`config.mk`:
```
export PLATFORM = sky130hd
export DESIGN_NAME = rf_access_arb
export DESIGN_NICKNAME = d
export VERILOG_FILES = /design/src/rtl/rf_access_arb.sv
export SDC_FILE = /design/constraint.sdc
export NUM_CORES = 1
export LEC_CHECK = 0
export ABC_AREA = 1
export CAP_MARGIN = 10
export CORE_MARGIN = 2
export CORE_UTILIZATION = 36
export CTS_CLUSTER_DIAMETER = 60
export DETAILED_ROUTE_END_ITERATION = 6
export MAX_ROUTING_LAYER = met4
export PLACE_DENSITY_LB_ADDON = 0.12
export SETUP_SLACK_MARGIN = 0.05
export SLEW_MARGIN = 10
export SYNTH_ARGS = -nofsm -noshare
export SYNTH_HDL_FRONTEND = slang
export SYNTH_SLANG_ARGS = --single-unit
```
`constraint.sdc`:
```
create_clock -name clk -period 3.5 [get_ports clk]
set_input_delay 1.05 -clock clk [delete_from_list [all_inputs] [get_ports clk]]
set_output_delay 1.05 -clock clk [all_outputs]
set_load 0.01 [all_outputs]
```
`src/rtl/rf_access_arb.sv`:
```
// Register-file port arbiter: the CPU datapath owns the register file except for a
// single GRANT cycle in which a pending debug access is steered onto the rf_* port.
module rf_access_arb #(
   parameter int MAX_WAIT = 4
) (
   input  logic        clk,
   input  logic        reset,
   input  logic        cpu_idle,
   input  logic [1:0]  cpu_laddr,
   input  logic [1:0]  cpu_raddr,
   input  logic        cpu_lwrite,
   input  logic        cpu_hwrite,
   input  logic [15:0] cpu_data,
   input  logic        cpu_wp_clr,
   input  logic        cpu_wp_add,
   input  logic [2:0]  cpu_wp_imm,
   output logic        cpu_stall,
   input  logic        dbg_req,
   input  logic        dbg_we,
   input  logic [2:0]  dbg_addr,
   input  logic [15:0] dbg_wdata,
   output logic        dbg_ack,
   output logic [15:0] dbg_rdata,
   output logic [15:0] rf_in,
   output logic [1:0]  rf_laddr,
   output logic [1:0]  rf_raddr,
   output logic [2:0]  rf_base,
   output logic        rf_lwrite,
   output logic        rf_hwrite,
   input  logic [15:0] rf_lout,
   output logic [1:0]  fsm_state
);

   localparam logic [1:0] S_IDLE  = 2'd0;
   localparam logic [1:0] S_WAIT  = 2'd1;
   localparam logic [1:0] S_GRANT = 2'd2;
   localparam logic [1:0] S_ACK   = 2'd3;

   localparam logic [3:0] WAIT_LIMIT = 4'(MAX_WAIT);

   logic [1:0] state;
   logic [3:0] wcnt;
   logic [2:0] wp;

   // Debug handshake: dbg_req is a level held by the requester until dbg_ack, a
   // one-cycle pulse. Once GRANT is reached the access completes even if dbg_req drops.
   always_ff @(posedge clk) begin
      if (reset) begin
         state <= S_IDLE;
         wcnt  <= 4'd0;
      end else begin
         case (state)
            S_IDLE: begin
               if (dbg_req && cpu_idle) begin
                  state <= S_GRANT;
               end else if (dbg_req) begin
                  state <= S_WAIT;
                  wcnt  <= 4'd1;
               end
            end
            S_WAIT: begin
               if (!dbg_req) begin
                  state <= S_IDLE;
                  wcnt  <= 4'd0;
               end else if (cpu_idle || wcnt == WAIT_LIMIT) begin
                  state <= S_GRANT;
               end else begin
                  wcnt <= wcnt + 4'd1;
               end
            end
            S_GRANT: state <= S_ACK;
            default: state <= S_IDLE;
         endcase
      end
   end

   always_ff @(posedge clk) begin
      if (reset) begin
         dbg_rdata <= 16'd0;
      end else if (state == S_GRANT) begin
         // Writes also capture rf_lout, which reflects the falling-edge write.
         dbg_rdata <= rf_lout;
      end
   end

   always_ff @(posedge clk) begin
      if (reset) begin
         wp <= 3'd0;
      end else if (!cpu_stall) begin
         if (cpu_wp_clr) begin
            wp <= 3'd0;
         end else if (cpu_wp_add) begin
            wp <= wp + cpu_wp_imm;
         end
      end
   end

   assign cpu_stall = (state == S_GRANT);
   assign dbg_ack   = (state == S_ACK);
   assign fsm_state = state;

   always_comb begin
      rf_base   = wp;
      rf_laddr  = cpu_laddr;
      rf_raddr  = cpu_raddr;
      rf_in     = cpu_data;
      rf_lwrite = cpu_lwrite;
      rf_hwrite = cpu_hwrite;
      if (state == S_GRANT) begin
         rf_base   = dbg_addr;
         rf_laddr  = 2'd0;
         rf_raddr  = 2'd0;
         rf_in     = dbg_wdata;
         rf_lwrite = dbg_we;
         rf_hwrite = dbg_we;
      end
   end

endmodule

```
# Yosys cells after proc, flatten, opt, wreduce, memory -nomap -nowiden
# Index checks and enable logic that the tools add are counted.
[word_totals]
ff_bits = 25
in_bits = 67
out_inout_bits = 45
elab_cells = 42
[op_classes]
addsub = 2
n_eq_ne = 9
muxes = 18
n_bitwise = 1
n_reduce_logical = 8
[op_table]
columns = ["op", "n"]
rows = [
  ["$mux 16", 1],
  ["$mux 4", 4],
  ["$mux 2", 6],
  ["$mux 3", 3],
  ["$ne 3x3->1 const B", 3],
  ["$pmux 4 s2", 1],
  ["$pmux 2 s3", 1],
  ["$add 4x1->4 const B", 1],
  ["$eq 2x2->1 const B", 2],
  ["$eq 4x3->1 const B", 1],
  ["$ne 2x2->1 const B", 2],
  ["$reduce_and 2->1", 2],
  ["$reduce_and 4->1", 1],
  ["$reduce_bool 2->1", 2],
  ["$add 3x3->3", 1],
  ["$eq 2x1->1 const B", 1],
  ["$logic_not 2->1", 1],
  ["$mux 1", 2],
  ["$logic_and 1x1->1", 1],
  ["$logic_or 1x1->1", 1],
  ["$not 1->1", 1],
]

# Logic depth before layout (Yosys ltp)
[depth]
ltp_word = 5
depth_mapped = 9
depth_no_buf = 9

# Least setup slack after synthesis
# Ideal clock, no wire load.
[synth_timing]
kind = "input-to-output"
startpoint = "input port cpu_laddr[0]"
endpoint = "output port rf_laddr[0]"
t_arrival_ns = 1.241
setup_slack_ns = 1.209
stages = 2
path_buffers = 0
path_cell_list = "inv_1 -> nor2_1"
[synth_via]
elab_chain_len = 1
[synth_rtl]
columns = ["item", "line_no", "source"]
rows = [
  ["start: declaration", "9", "input logic [1:0] cpu_laddr,"],
  ["$mux 2", "109", "if (state == S_GRANT) begin"],
  ["end: declaration", "25", "output logic [1:0] rf_laddr,"],
]
# No other way between the ends.

# Final worst setup path
[layout_timing]
startpoint = "input port dbg_addr[1]"
endpoint = "output port rf_base[1]"
[layout_via]
elab_chain_len = 1
[layout_rtl]
columns = ["item", "line_no", "source"]
rows = [
  ["start: declaration", "20", "input logic [2:0] dbg_addr,"],
  ["$mux 3", "109", ""],
  ["end: declaration", "27", "output logic [2:0] rf_base,"],
]
# No other way between the ends.

==> flow_summary.toml <==
[timing]
tns_ps = 0
worstMarginPinSlew_ps = 692
period_needed_ps = 3250
hold_viol = 0
slew_violations = 0
fin_skew_ps = 6.40
relSlewSlack = 0.538
finalCritPeriodShare = 0.930
rsz0062_at_grt = "no"
setup_viol = 0
fmax_ghz = 0.307

[cts]
tritoncts = "yes"
root_buffer = "clkbuf_8"
postCtsHoldBufs = 0
clkLatencyLatePin_ps = 270
clock_sinks = 25
postCtsSetupBuffers = 0
cts_resized = 0
clockBufferDepth = 2
numCtsBuffers = 3
cts.clk_slew.worst_paths_ps = 90
h-tree-depth = 1

[floorplan]
die_w_um = 67.4
pin_count = 112
die_y_um = 67.4
start_util = 0.367
core-area_um2 = 3940
rows = 23
design.die.area_um2 = 4540

[place]
port_buffers = 111
placed_area_um2 = 2570
dp.final_hpwl_mm = 3.33
place.gp.congestion = 0.806

[logic_synthesis]
avgSynthCellArea_um2 = 6.34
synth_compound_area_frac = 0.106
synth_xor_xnor_area_share = 0.0121
synth.most_common_cell = "nand2_1"
synth-seq-cells = 25
synthMuxAreaShare = 0
synthSimpleGateAreaFrac = 0.396
synth_top_cell_by_area = "dfxtp_1"
synth_adder_area_share = 0.0398
synth-edff-count = 0
synthTopCellsByCount = "77 x nand2_1, 38 x nor2_1, 25 x dfxtp_1, 18 x inv_1, 15 x o21ai_0"
async_flop_share = 0
synth_top_family_by_area = "simple AND/OR/NAND/NOR gates"
netlist_area_um2 = 1450
synth_cells = 228
synth-seq-area-share = 0.346
synthFlopType = "dfxtp_1"
syn_nets = 299
synth_cell_type_count = 28
synth_top_area_frac = 0.346
yosys-top-cells-area = "dfxtp_1 35%, nand2_1 20%, nor2_1 9.9%, o21ai_0 5.2%, inv_1 4.7%"
yosys_warnings = 0

[pwr]
p_sw_frac = 0.292
ir_worst_vdd_mv = 0.205
power.density_nw_per_um2 = 302
p_comb_frac = 0.373
total_power_mw = 0.792
p_sw_mw = 0.231
p_int_mw = 0.560
seqPwrFrac = 0.398
power_leakage_nw = 1.12
power_frac_clock = 0.229

[layout]
final_layout_size_suffix_gt1_frac = 0.0719
multi_input_area_um2 = 802
regArea_um2 = 500
final_nets = 406
fillCellCount = 367
area_delta_synth_final_pct = 81.1
n_antenna_cell = 0
finalInstanceArea_um2 = 2620

[job]
cap_viol_max_count = 0

[detailed_routing]
wl_met1_mm = 1.87
drt-total-wl_mm = 4.37
met3_length_um = 441
drc = 0
via_per_inst = 4.45
top_layer = "met4"
drtAntennaViolNets = 0
wl_met2_mm = 2.02
wire_per_inst_um = 11.4
firstDrtPassIters = 4
drt_iter0_drc = 75
dr_total_vias = 1709

[setup_path]
crit_type = "in2out"
worstPathRequired_ps = 2450
startpoint_type = "primary input"
critPathCaptureType = "primary output"
cp_max_fo = 1
rr_startpoint = "fsm_state[0]$_SDFFE_PP0P_"
crit_start = "dbg_addr[1]"
arrival_ps = 2200

[global_routing]
grt_pass1_vias = 1457
grt_pass1_wl_mm = 6.56
grt_max_degree = 43
antenna_found_initial = 0
track_usage = 0.192
grt_overflow = 0

[hold_path]
min_from = "wp[1]$_SDFFE_PP0P_"
hold_path.class = "reg2reg"

[run_status]
status = "finished, final reports clean"
-- final cells by class --
cell class	instances	area share
clock buffer	3	0.0158
clock inverter	1	0.00334
inverter	23	0.0330
multi-input combinational	170	0.306
sequential	25	0.191
tap	50	0.0239
timing repair buffer	112	0.427
-- logic make-up after synthesis --
group	count (synthesis)
AOI/OAI and AO/OA	27
xor gates and xnor gates	2
adders and majority gates	4
buffers and inverters	33
DFF	25
and+or+nand+nor	137
-- path summary, 6_finish.rpt --
check / end / slack, ps / cells past startpoint
max: rf_base[1] / 250 / 4
max reg2reg: wp[1]$_SDFFE_PP0P_ / 2020 / 6
min reg2reg: wp[1]$_SDFFE_PP0P_ / 470 / 2
min: wp[1]$_SDFFE_PP0P_ / 470 / 2
-- cell usage in the layout (no fill, tap or decap) --
master             n
a21oi_1            3
a21oi_2            3
a31oi_1            1
buf_4              1
clkbuf_8           3
clkdlybuf4s50_1  111
clkinv_1           1
dfxtp_1           25
fa_1               1
ha_1               3
inv_1             18
inv_2              4
inv_6              1
nand2_1           77
nand2_2            7
nand3_1            8
nand3_2            1
nand3b_1           1
nor2_1            38
nor2_2             1
nor2_4             2
nor3_1             1
o21ai_0           15
o21ai_1            3
o21ai_2            1
o21bai_1           1
or2_0              1
xnor2_1            1
xor2_1             1
-- through the flow --
step / instances / hold slack, ps / util / setup WS [ps]
2_1_floorplan: 228 / 443 / - / 1210
3_3_place_gp: 380 / 453 / 0.652 / 247
5_1_grt: 384 / 497 / 0.665 / 176
4_1_cts: 384 / 473 / 0.665 / 232
3_5_place_dp: 380 / 459 / 0.652 / 232
6_report: 384 / 469 / 0.665 / 246
-- power by group through the flow --
stage                     clock [mW]  sequential, mW  combinational (mW)
after floorplan                    0           0.329               0.117
after global placement             0           0.322               0.295
after detailed placement           0           0.322               0.298
after CTS                      0.187           0.315               0.300
after global routing           0.196           0.318               0.326
final                          0.181           0.315               0.296
-- flip-flops by register name (all words and copies together) (netlist names) --
register   cells
dbg_rdata     16
fsm_state      2
wcnt           4
wp             3
-- critical path, cell delays in order --
cell             delay (ps)
clkdlybuf4s50_1         450
nand2_1                  50
o21ai_1                 100
clkdlybuf4s50_1         550
-- layer usage --
layer,GRT usage,vias up
met3,0.0400,4
met2,0.324,67
met5,-,-
met4,0.0689,0
met1,0.226,730
li1,-,908
Note: power is estimated with default switching activity, not from simulation.
